<file path="src/rtl/p4_router_pkg.sv">
// p4_router_pkg: shared types for the router egress path.
// Holds the egress port-width enum, the width-to-bytes mapping used to size
// per-port datapaths, and the state type of the egress downsizer.
package p4_router_pkg;

  // Egress port data-path width selector.
  typedef enum logic [1:0] {
    INDEX_8B  = 2'd0,
    INDEX_16B = 2'd1,
    INDEX_32B = 2'd2,
    INDEX_64B = 2'd3
  } port_width_idx_t;

  // Downsizer state: no beat held, or a held beat being emitted slice by slice.
  typedef enum logic {
    EMPTY   = 1'b0,
    SLICING = 1'b1
  } egr_dsz_state_t;

  // Bytes per output transfer for a given egress port width.
  function automatic int get_port_bytes(port_width_idx_t width_idx);
    case (width_idx)
      INDEX_8B:  return 1;
      INDEX_16B: return 2;
      INDEX_32B: return 4;
      default:   return 8;
    endcase
  endfunction

endpackage

</file>
<file path="src/rtl/p4_router_egress_downsizer.sv">
// Purpose:      split 64-bit router-core egress beats into OUT_BYTES-wide AXIS slices, little-endian.
// Latency:      1 cycle from input transfer to first out_tvalid; one slice per cycle sustained.
// Backpressure: in_tready only when empty or when the last slice of the held beat is accepted.
//
// Ports: clk / sresetn (synchronous, active-low); in_t* = 64-bit input stream
// with in_tready; out_t* = OUT_BYTES-wide output stream with out_tready.
// With P4_ROUTER_EGR_DOWNSIZER_STATS_EN defined, stat_pkt_count and
// stat_byte_count report output packets and valid bytes (wrap modulo 2^32).
module p4_router_egress_downsizer
  import p4_router_pkg::*;
#(
  parameter port_width_idx_t OUT_WIDTH_INDEX = INDEX_8B,
  parameter int              DEST_WIDTH      = 8,
  localparam int             OUT_BYTES       = get_port_bytes(OUT_WIDTH_INDEX),
  localparam int             RATIO           = 8 / OUT_BYTES,
  localparam int             IDX_W           = (RATIO > 1) ? $clog2(RATIO) : 1
) (
  input  logic                   clk,
  input  logic                   sresetn,
  input  logic [63:0]            in_tdata,
  input  logic [7:0]             in_tkeep,
  input  logic                   in_tlast,
  input  logic [DEST_WIDTH-1:0]  in_tdest,
  input  logic                   in_tvalid,
  output logic                   in_tready,
  output logic [OUT_BYTES*8-1:0] out_tdata,
  output logic [OUT_BYTES-1:0]   out_tkeep,
  output logic                   out_tlast,
  output logic [DEST_WIDTH-1:0]  out_tdest,
  output logic                   out_tvalid,
`ifdef P4_ROUTER_EGR_DOWNSIZER_STATS_EN
  output logic [31:0]            stat_pkt_count,
  output logic [31:0]            stat_byte_count,
`endif
  input  logic                   out_tready
);

  egr_dsz_state_t        state, state_nxt;
  logic [IDX_W-1:0]      idx, idx_nxt, last_idx;
  logic [63:0]           hold_data;
  logic [7:0]            hold_keep;
  logic                  hold_last;
  logic [DEST_WIDTH-1:0] hold_dest;
  logic                  load;
  logic                  is_last;

  // Final slice of the held beat. On a tlast beat it is the highest slice
  // carrying any valid byte; an all-zero keep still yields slice 0 so the
  // packet end is always signalled downstream.
  always_comb begin
    last_idx = IDX_W'(RATIO - 1);
    if (hold_last) begin
      last_idx = '0;
      for (int k = 1; k < RATIO; k++) begin
        if (|hold_keep[k*OUT_BYTES +: OUT_BYTES]) last_idx = IDX_W'(k);
      end
    end
  end

  assign is_last = (idx == last_idx);

  always_ff @(posedge clk) begin
    if (!sresetn) begin
      state     <= EMPTY;
      idx       <= '0;
      hold_data <= '0;
      hold_keep <= '0;
      hold_last <= 1'b0;
      hold_dest <= '0;
    end else begin
      state <= state_nxt;
      idx   <= idx_nxt;
      if (load) begin
        hold_data <= in_tdata;
        hold_keep <= in_tkeep;
        hold_last <= in_tlast;
        hold_dest <= in_tdest;
      end
    end
  end

  // Next-state: accepting the last slice reopens the input in the same cycle
  // so a waiting beat is loaded without a bubble.
  always_comb begin
    state_nxt = state;
    idx_nxt   = idx;
    load      = 1'b0;
    in_tready = 1'b0;
    case (state)
      EMPTY: begin
        in_tready = 1'b1;
        if (in_tvalid) begin
          load      = 1'b1;
          state_nxt = SLICING;
          idx_nxt   = '0;
        end
      end
      SLICING: begin
        if (out_tready) begin
          if (is_last) begin
            in_tready = 1'b1;
            idx_nxt   = '0;
            if (in_tvalid) load = 1'b1;
            else           state_nxt = EMPTY;
          end else begin
            idx_nxt = idx + IDX_W'(1);
          end
        end
      end
      default: state_nxt = EMPTY;
    endcase
    // Reset also masks the handshake combinationally so nothing is accepted
    // during the reset cycle itself.
    if (!sresetn) begin
      in_tready = 1'b0;
      load      = 1'b0;
    end
  end

  // Output slice mux; outputs come straight from held registers, so they stay
  // stable for as long as the slice is stalled.
  always_comb begin
    out_tvalid = 1'b0;
    out_tdata  = '0;
    out_tkeep  = '0;
    out_tlast  = 1'b0;
    out_tdest  = '0;
    if (sresetn && state == SLICING) begin
      out_tvalid = 1'b1;
      out_tlast  = hold_last && is_last;
      out_tdest  = hold_dest;
      for (int k = 0; k < RATIO; k++) begin
        if (idx == IDX_W'(k)) begin
          out_tdata = hold_data[k*OUT_BYTES*8 +: OUT_BYTES*8];
          out_tkeep = hold_keep[k*OUT_BYTES +: OUT_BYTES];
        end
      end
    end
  end

`ifdef P4_ROUTER_EGR_DOWNSIZER_STATS_EN
  always_ff @(posedge clk) begin
    if (!sresetn) begin
      stat_pkt_count  <= '0;
      stat_byte_count <= '0;
    end else if (out_tvalid && out_tready) begin
      if (out_tlast) stat_pkt_count <= stat_pkt_count + 32'd1;
      stat_byte_count <= stat_byte_count + 32'($countones(out_tkeep));
    end
  end
`endif

endmodule

</file>
<file path="config.mk">
export PLATFORM = sky130hd
export DESIGN_NAME = p4_router_egress_downsizer
export DESIGN_NICKNAME = d
export VERILOG_FILES = /design/src/rtl/p4_router_pkg.sv /design/src/rtl/p4_router_egress_downsizer.sv
export SDC_FILE = /design/constraint.sdc
export NUM_CORES = 1
export LEC_CHECK = 0
export ABC_AREA = 0
export BUFFER_PORTS_ARGS = -buffer_cell sky130_fd_sc_hd__buf_2
export CAP_MARGIN = 30
export CORE_UTILIZATION = 55
export DETAILED_ROUTE_END_ITERATION = 8
export HOLD_SLACK_MARGIN = 0.06
export PLACE_DENSITY = 0.85
export SLEW_MARGIN = 10
export SYNTH_ARGS = -nofsm -noshare
export SYNTH_HDL_FRONTEND = slang
export SYNTH_SLANG_ARGS = --single-unit
</file>
<file path="constraint.sdc">
create_clock -name clk -period 2.51 [get_ports clk]
set_clock_uncertainty 0.2 [all_clocks]
set_input_delay 0.1255 -clock clk [delete_from_list [all_inputs] [get_ports clk]]
set_output_delay 0.1255 -clock clk [all_outputs]
set_load 0.01 [all_outputs]
</file>
# --- After elaboration in Yosys (flattened, before gate mapping) ---
# Index checks and enable logic that the tools add are counted.
word_totals:
  reg_bits: 85
  output_inout_bits: 20
  elab_cells: 67
classes:
  n_addsub: 1
  eq_ne: 10
  muxes: 45
  n_bitwise: 1
  n_reduce_logical: 4
op_table:
  columns: ["operator", "count"]
  rows:
  - ["2-to-1 mux 8 bit", 10]
  - ["2-to-1 mux 3 bit", 8]
  - ["2-to-1 mux 1 bit", 21]
  - ["== test 3 bit (second input constant)", 4]
  - ["== test 3 x 2 -> 1 bit (second input constant)", 2]
  - ["one-hot mux 1 bit (2 select lines)", 3]
  - ["one-hot mux 3 bit (2 select lines)", 1]
  - ["2-to-1 mux 2 bit", 2]
  - ["!= test 2 bit (second input constant)", 2]
  - ["adder 3 x 1 -> 3 bit (second input constant)", 1]
  - ["== test 3 x 1 -> 1 bit (second input constant)", 1]
  - ["== test 3 bit", 1]
  - ["logical NOT 3 bit", 1]
  - ["logical AND 1 bit", 2]
  - ["AND reduction 2 bit", 1]
  - ["NOT 1 bit", 1]

# --- Logic depth before layout (Yosys ltp) ---
# Gate-level depths: netlist of run 1.
logic_depth:
  ltp_word: 13
  ltp_mapped: 9
  depth_no_buf: 7

# --- Least setup slack after synthesis of run 1 ---
# OpenSTA, ideal clock, no wires.
synth_timing:
  path_kind: "register to output"
  from: "register idx[0]"
  to: "output out_tdata[0]"
  arrival_time_ns: 1.905
  required_ns: 2.184
  slack_ns: 0.280
  stages_incl_launch_ff: 8
  cell_sequence: "dfxtp_1 ha_1 ha_1 clkbuf_1 clkinv_1 nand3_1 o221ai_1 a21oi_1"
synth_via:
  elab_chain_len: 10
  elab_cells_between_ends: 17
  cone_classes: "eq/ne (7); mux (9); reduce/logical (1)"
synth_rtl:
  columns: ["element", "line_no", "rtl"]
  rows:
  - ["start: declaration", "p4_router_egress_downsizer.sv:39", "logic [IDX_W-1:0] idx, idx_nxt, last_idx;"]
  - ["start signal: assignment", "p4_router_egress_downsizer.sv:72", "idx <= idx_nxt;"]
  - ["logical NOT 3 bit", "p4_router_egress_downsizer.sv:133", "if (idx == IDX_W'(k)) begin"]
  - ["2-to-1 mux 8 bit (7 in a row)", "p4_router_egress_downsizer.sv:133", null]
  - ["2-to-1 mux 8 bit *", "p4_router_egress_downsizer.sv:133", null]
  - ["2-to-1 mux 8 bit *", "p4_router_egress_downsizer.sv:128", "if (sresetn && state == SLICING) begin"]
  - ["end: declaration", "p4_router_egress_downsizer.sv:26", "output logic [OUT_BYTES*8-1:0] out_tdata,"]
# Every way passes the cells marked *; elsewhere a longest branch is shown, timed or not.

# --- Worst setup path after layout of run 1 ---
layout_timing:
  from: "register idx[0]"
  to: "output out_tdata[3]"
# Same word-level chain as after synthesis.

==> impl_metrics.py, run 1 <==
metrics = {
    "synthesis": {
        "synthSimpleGateAreaFrac": 0.129,
        "synth_edf_count": 0,
        "ys.flop_type": "dfxtp_1",
        "syn_area_sq_um": 6010,
        "ys_seq_elements": 85,
        "synth_nets": 769,
        "synth-xor-area-share": 0.00146,
        "avgSynthCellArea_sq_um": 8.87,
        "netlist_instances": 678,
        "yosysSeqAreaShare": 0.283,
        "synth_warnings": 0,
        "yosysUniqueCellTypes": 38,
        "synth_top_family_by_area": "compound AO/OA/AOI/OAI gates",
        "synthAdderAreaFrac": 0.0125,
        "synthMuxAreaShare": 0.249,
        "synth_compound_area_frac": 0.257,
        "synthArstFlopShare": 0,
    },
    "timing": {
        "post-route-period-util": 0.970,
        "tightestPinTransition_ns": 0.513,
        "finalCriticalPeriod_ns": 2.44,
        "setup_viol": 0,
        "slew_viol_final": 0,
        "slew_headroom": 0.658,
        "max_freq_mhz": 411,
        "hold_viol": 0,
    },
    "route": {
        "via_count": 6193,
        "drtIter0Drc": 598,
        "viasPerCell": 6.38,
        "finalWirelength_um": 18700,
        "drc": 0,
        "drtPass1Iterations": 7,
        "ant_nets": 0,
        "wl_per_cell_um": 19.2,
    },
    "global_route": {
        "grt_pass1_vias": 6042,
        "grt_pass1_wl_um": 29200,
        "antenna_found_initial": 0,
        "grt_max_degree": 62,
        "grt_usage": 0.325,
        "grt_overflow_total": 0,
    },
    "clock_network": {
        "htreeDepth": 3,
        "numCtsBuffers": 9,
        "path_clk_slew_ns": 0.09,
        "cts-root-buf": "clkbuf_8",
        "cts_tree": "built",
        "cts_sinks": 85,
        "cts_buffer_depth": 2,
        "insertion_delay_ns": 0.37,
    },
    "worst_setup_path": {
        "worstSetupPathType": "register to primary output",
        "path_cells": "ha_1 > ha_1 > nor2_1 > buf_4 > o211ai_1 > o2bb2ai_1 > a21oi_1 > buf_2",
        "cp_common_cell": "ha_1",
        "cp-start-kind": "register",
        "critPathRequiredTime_ns": 2.18,
        "crit_slowest_cell": "dfxtp_4",
        "path_max_fanout": 9,
        "slowest_delay_ns": 0.38,
        "endpoint_kind": "primary output",
        "critical_path_arrival_ns": 2.11,
    },
    "floorplan": {
        "core_area_sq_um": 10500,
        "die_width_um": 107,
        "pin_count": 105,
        "dieArea_sq_um": 11400,
        "num_rows": 37,
        "die_h_um": 107,
        "initial_core_util": 0.575,
    },
    "placement": {
        "place.gp.congestion": 0.934,
        "portBuffers": 104,
        "place_hpwl_um": 11600,
        "place_inst": 870,
        "place_area_sq_um": 6630,
    },
    "cells_and_area": {
        "drive_above_1_share": 0.278,
        "fin_cells": 970,
        "layout_common_cells": "buf_2, dlygate4sd3_1, o211a_1, dfxtp_1, nand3_1",
        "finalNetCount": 921,
        "design_area_sq_um": 7690,
        "area_delta_synth_final_pct": 27.9,
        "antenna_cells": 0,
        "final_common_cell": "buf_2",
    },
    "outcome": {
        "status": "completed",
    },
    "power": {
        "pwr-share-seq": 0.460,
        "p_leak_nw": 3.89,
        "power_mw": 3.36,
        "p_int_mw": 2.30,
        "p_sw_frac": 0.314,
        "p_clk_frac": 0.261,
        "combPwrFrac": 0.279,
        "power_switching_mw": 1.06,
        "ir_drop_mv": 0.255,
        "power_density_nw_per_um2": 437,
    },
    "min_path": {
        "hold_path_class": "input pin to register",
    },
    "flow_run": {
        "drv_cap": 0,
    },
}
## power groups by stage
stage                     clock (mW)  sequential, mW  combinational (mW)
after floorplan                    0            1.53               0.590
after global routing           0.951            1.55                1.01
after detailed placement           0            1.57               0.801
after CTS                      0.895            1.54               0.905
after global placement             0            1.56               0.766
final                          0.877            1.54               0.938
## critical path, delay by kind of cell, from the launching register on
kind	cells	cell delay [ns]
AO/OA/AOI/OAI	3	0.49
adder cells (fa/ha/maj)	2	0.44
flip-flops	1	0.38
buffers and inverters	2	0.34
AND/OR/NAND/NOR	1	0.09
## kinds of logic (layout without fill, tap and decap cells)
| logic type | after synthesis | count (layout) |
|---|---|---|
| AOI/OAI and AO/OA | 189 | 189 |
| and+or+nand+nor | 164 | 164 |
| muxes | 141 | 141 |
| buffers and inverters | 92 | 248 |
| DFF | 85 | 85 |
| adders and majority gates | 6 | 6 |
| xor gates and xnor gates | 1 | 1 |
## Yosys cell counts (9+ instances only)
cell type	n	area, sq um
a22oi_1	9	67.6
o2bb2ai_1	9	78.8
o211ai_1	10	75.1
a21oi_1	29	145
mux2i_1	71	711
o221ai_1	9	78.8
nor2_1	22	82.6
inv_1	16	60.1
mux2_2	70	788
o21ai_0	22	110
o2111ai_1	11	96.3
nand2_1	43	161
and3_1	9	56.3
nand2b_1	12	75.1
nand3_1	73	365
clkbuf_1	42	158
o211a_1	81	811
dfxtp_1	85	1700
buf_2	21	105
## registers in the layout (all words and copies together) (netlist names)
signal,count
hold_data,64
hold_dest,8
hold_keep,8
hold_last,1
idx,3
state,1
## per-stage QoR
step / utilization / TNS, ns / setup slack (ns) / hold WS (ns)
2_1_floorplan: - / 0 / 0.280 / 0.0337
3_3_place_gp: 0.634 / 0 / 0.342 / 0.216
3_5_place_dp: 0.634 / 0 / 0.253 / 0.222
4_1_cts: 0.730 / 0 / 0.0120 / 0.149
5_1_grt: 0.735 / -0.0180 / -0.0180 / 0.185
6_report: 0.735 / 0 / 0.0745 / 0.188
## what timing repair did
action,4_1_cts,5_1_grt
hold endpoints to repair,85,0
pin swaps,0,3
hold buffers,83,0
buffers inserted,0,2
resized for setup,5,11
endpoints found under the setup margin,10,11
## path summary, 6_finish.rpt
| path | startpoint | endpoint | slack [ns] | cells after the start |
|---|---|---|---|---|
| setup / recovery | idx[0] | out_tdata[3] | 0.07 | 8 |
| hold / removal | sresetn | hold_data[11] | 0.19 | 3 |
| setup reg to reg | hold_keep[2] | hold_data[34] | 0.17 | 7 |
| hold reg to reg | idx[0] | idx[0] | 0.31 | 1 |
## area by class of cell
cell class              instances  area [sq um]
repair buffers                215          1620
multi-input cells             501          3950
fillers                       731          2770
clock inverters                 4          25.0
flip-flops and latches         85          1710
well taps                     136           170
inverters                      18          67.6
clock buffers                  11           141
## metal layers
metal / routed length [um] / vias to the layer above / global-route usage
met5: 0 / - / 0
met4: 526 / 0 / 0.137
met3: 1420 / 51 / 0.0717
met2: 9360 / 313 / 0.559
met1: 7340 / 2977 / 0.389
li1: - / 2852 / -
(Power assumes the default switching activity.)
==> run 2: changes to the inputs <==
--- a/config.mk
+++ b/config.mk
@@ -7,3 +7,3 @@
 export LEC_CHECK = 0
-export ABC_AREA = 0
+export ABC_AREA = 1
 export BUFFER_PORTS_ARGS = -buffer_cell sky130_fd_sc_hd__buf_2
@@ -13,3 +13,3 @@
 export HOLD_SLACK_MARGIN = 0.06
-export PLACE_DENSITY = 0.85
+export PLACE_DENSITY = 0.87
 export SLEW_MARGIN = 10
==> constraint.sdc (replaced) <==
create_clock -name clk -period 2.51 [get_ports clk]
set_clock_uncertainty 0.2 [all_clocks]
set_input_delay 0.251 -clock clk [delete_from_list [all_inputs] [get_ports clk]]
set_output_delay 0.251 -clock clk [all_outputs]
set_load 0.01 [all_outputs]
==> run 2 against run 1 <==
The flow now finishes with violations (setup timing); first-iteration DRC count fell by 3.3%; clock power up 12%; maximum frequency shrank 5.9%; register-to-register slack gained 0.03 ns; clock-buffer cell count fell by 1; setup slack got worse by 0.15 ns; non-clock buffer count decreased by 7; critical endpoint is now out_tkeep.
==> impl_metrics.py, run 2 <==
metrics = {
    "outcome": {
        "status": "finished, violations left",
        "violations": "setup timing",
    },
    "synthesis": {
        "synth_nets": 862,
        "yosys.area.top_type": "dfxtp_1",
        "synthArstFlopShare": 0,
        "synth_edf_count": 0,
        "yosysUniqueCellTypes": 25,
        "synth_top_area_frac": 0.353,
        "netlist_instances": 771,
        "synth_warnings": 0,
        "synth.most_common_cell": "nand2_1",
        "yosysSeqAreaShare": 0.353,
        "ys_seq_elements": 85,
        "avgSynthCellArea_sq_um": 6.25,
        "ys.flop_type": "dfxtp_1",
        "synthTopCellsByArea": "dfxtp_1, nand2_1, nand4_1, inv_1, buf_6",
        "syn_area_sq_um": 4820,
        "synth_commonest_cells": "nand2_1, inv_1, dfxtp_1",
    },
    "route": {
        "drc": 0,
        "via_count": 5716,
        "ant_nets": 0,
        "wl_per_cell_um": 15.2,
        "finalWirelength_um": 15900,
        "drtPass1Iterations": 7,
        "drtIter0Drc": 578,
        "viasPerCell": 5.45,
    },
    "placement": {
        "place_hpwl_um": 8340,
        "portBuffers": 104,
        "dp_slack_ns": 0.0903,
        "place.gp.congestion": 0.909,
    },
    "worst_setup_path": {
        "path_buf_inv": 4,
        "path_cells": "inv_6 > ha_4 > inv_8 > nor2_4 > buf_6 > nand2_4 > nand3_2 > o211ai_1 > nand3_1 > nand2_1 > nand2_1 > nand2_1 > a21oi_2 > buf_2",
        "cp-start-kind": "register",
        "crit_slowest_cell": "dfxtp_4",
        "worstSetupPathType": "register to primary output",
        "path_delay_family": "simple AND/OR/NAND/NOR gates",
        "critPathRequiredTime_ns": 2.06,
        "critical_path_arrival_ns": 2.14,
        "slowest_delay_ns": 0.38,
        "cp_common_cell": "nand2_1",
        "endpoint_kind": "primary output",
        "path_max_fanout": 5,
    },
    "timing": {
        "slew_viol_final": 0,
        "setup_viol": 6,
        "max_freq_mhz": 386,
        "slew_headroom": 0.583,
        "worst_slack_ns": -0.0786,
        "rsz0062_at_grt": "yes",
        "post-route-period-util": 1.03,
        "tightestPinTransition_ns": 0.626,
        "finalCriticalPeriod_ns": 2.59,
        "hold_viol": 0,
    },
    "floorplan": {
        "num_rows": 33,
        "dieArea_sq_um": 9130,
        "core_area_sq_um": 8340,
        "pin_count": 105,
        "initial_core_util": 0.577,
        "die_width_um": 95.6,
        "die_h_um": 95.6,
    },
    "clock_network": {
        "cts_buffer_depth": 2,
        "cts_sinks": 85,
        "cts-root-buf": "clkbuf_8",
        "path_clk_slew_ns": 0.09,
        "cts_tree": "built",
        "insertion_delay_ns": 0.37,
        "htreeDepth": 3,
        "numCtsBuffers": 9,
    },
    "power": {
        "power_density_nw_per_um2": 470,
        "ir_drop_mv": 0.334,
        "p_leak_nw": 3.83,
    },
    "global_route": {
        "grt_pass1_vias": 5088,
        "grt_max_degree": 69,
        "grt_usage": 0.328,
        "grt_pass1_wl_um": 23200,
        "antenna_found_initial": 0,
        "grt_overflow_total": 0,
    },
    "cells_and_area": {
        "area_delta_synth_final_pct": 37.8,
        "largest_reg_flops": 64,
        "final_common_cell": "nand2_1",
        "antenna_cells": 0,
        "reg.largest.list": "hold_data (64), hold_dest (8), hold_keep (8)",
        "layout_common_cells": "nand2_1, buf_2, inv_1",
        "n_fill_cell": 558,
        "finalNetCount": 1031,
        "drive_above_1_share": 0.209,
        "top_register": "hold_data",
        "post-route-util": 0.796,
    },
    "flow_run": {
        "drv_cap": 0,
    },
    "min_path": {
        "hold_path_class": "input pin to register",
    },
}
==> run 2: cell count changes after synthesis, sizes merged, moves of 10 or more <==
cell     delta
nand4      +80
clkbuf     -10
o211a      -81
o2111ai    -11
buf        -13
nand2b     -12
mux2       -70
nand3      -42
inv        +87
nand2     +293
mux2i      -71
a21oi      -13
==> run 2: per-layer routing <==
layer  vias to the layer above  share of wire  global-route usage
li1                       2766              -                   -
met1                      2528           0.39               0.401
met2                       350           0.47               0.552
met3                        72          0.093              0.0797
met4                         0          0.042               0.134
met5                         -              0                   0
==> run 2: kinds of logic (layout without fill, tap and decap cells) <==
kind of cell,after synthesis,in the layout,share of synthesized area
buffers and inverters,160,331,0.153
flip-flops,85,85,0.353
AND/OR/NAND/NOR,480,481,0.431
AO/OA/AOI/OAI,40,40,0.0473
adder cells (fa/ha/maj),6,6,0.0156
==> run 2: worst min-delay path, delay by kind of cell <==
| family | cells | cell delay [ns] |
|---|---|---|
| buf+inv | 1 | 0.19 |
| simple gates | 2 | 0.16 |
==> run 2: path summary, 6_finish.rpt <==
kind                                   start            end  slack [ns]  depth (start not counted)
worst max-delay path                  idx[1]      out_tkeep       -0.08                         14
worst min-delay path               in_tvalid   hold_dest[5]        0.07                          3
worst max register to register  hold_keep[2]  hold_data[11]        0.20                         13
worst min register to register  hold_dest[5]   hold_dest[5]        0.33                          4
==> run 2: final cells by class <==
cell class,instances,area [sq um],share of cell area
inverters,109,433,0.0652
well taps,105,131,0.0198
multi-input cells,527,2590,0.390
clock inverters,4,50.0,0.00754
repair buffers,208,1580,0.238
clock buffers,10,138,0.0207
flip-flops and latches,85,1710,0.258
==> run 2: metrics by stage <==
step                      area, sq um  power (mW)  cells  setup TNS, ns  hold slack (ns)
after floorplan                  4820        1.83    771              0            0.205
after global placement           5270        1.95    942              0            0.293
final                            6640        3.12   1048         -0.258           0.0702
after CTS                        6360        3.01   1040              0           0.0606
after global routing             6640        3.23   1048          -1.17           0.0917
after detailed placement         5270        1.96    942              0            0.296
==> run 2: report_power, final <==
group	internal [mW]	switching, mW
combinational	0.284	0.342
sequential	1.44	0.0727
clock	0.475	0.506
total	2.20	0.920
==> run 2: what timing repair did <==
item,in CTS,in global routing
buffers inserted,0,7
endpoints found under the hold margin,81,0
gates resized for setup,27,51
cloned,2,2
setup endpoints to repair,9,10
pin swaps,1,27
hold buffers,82,0
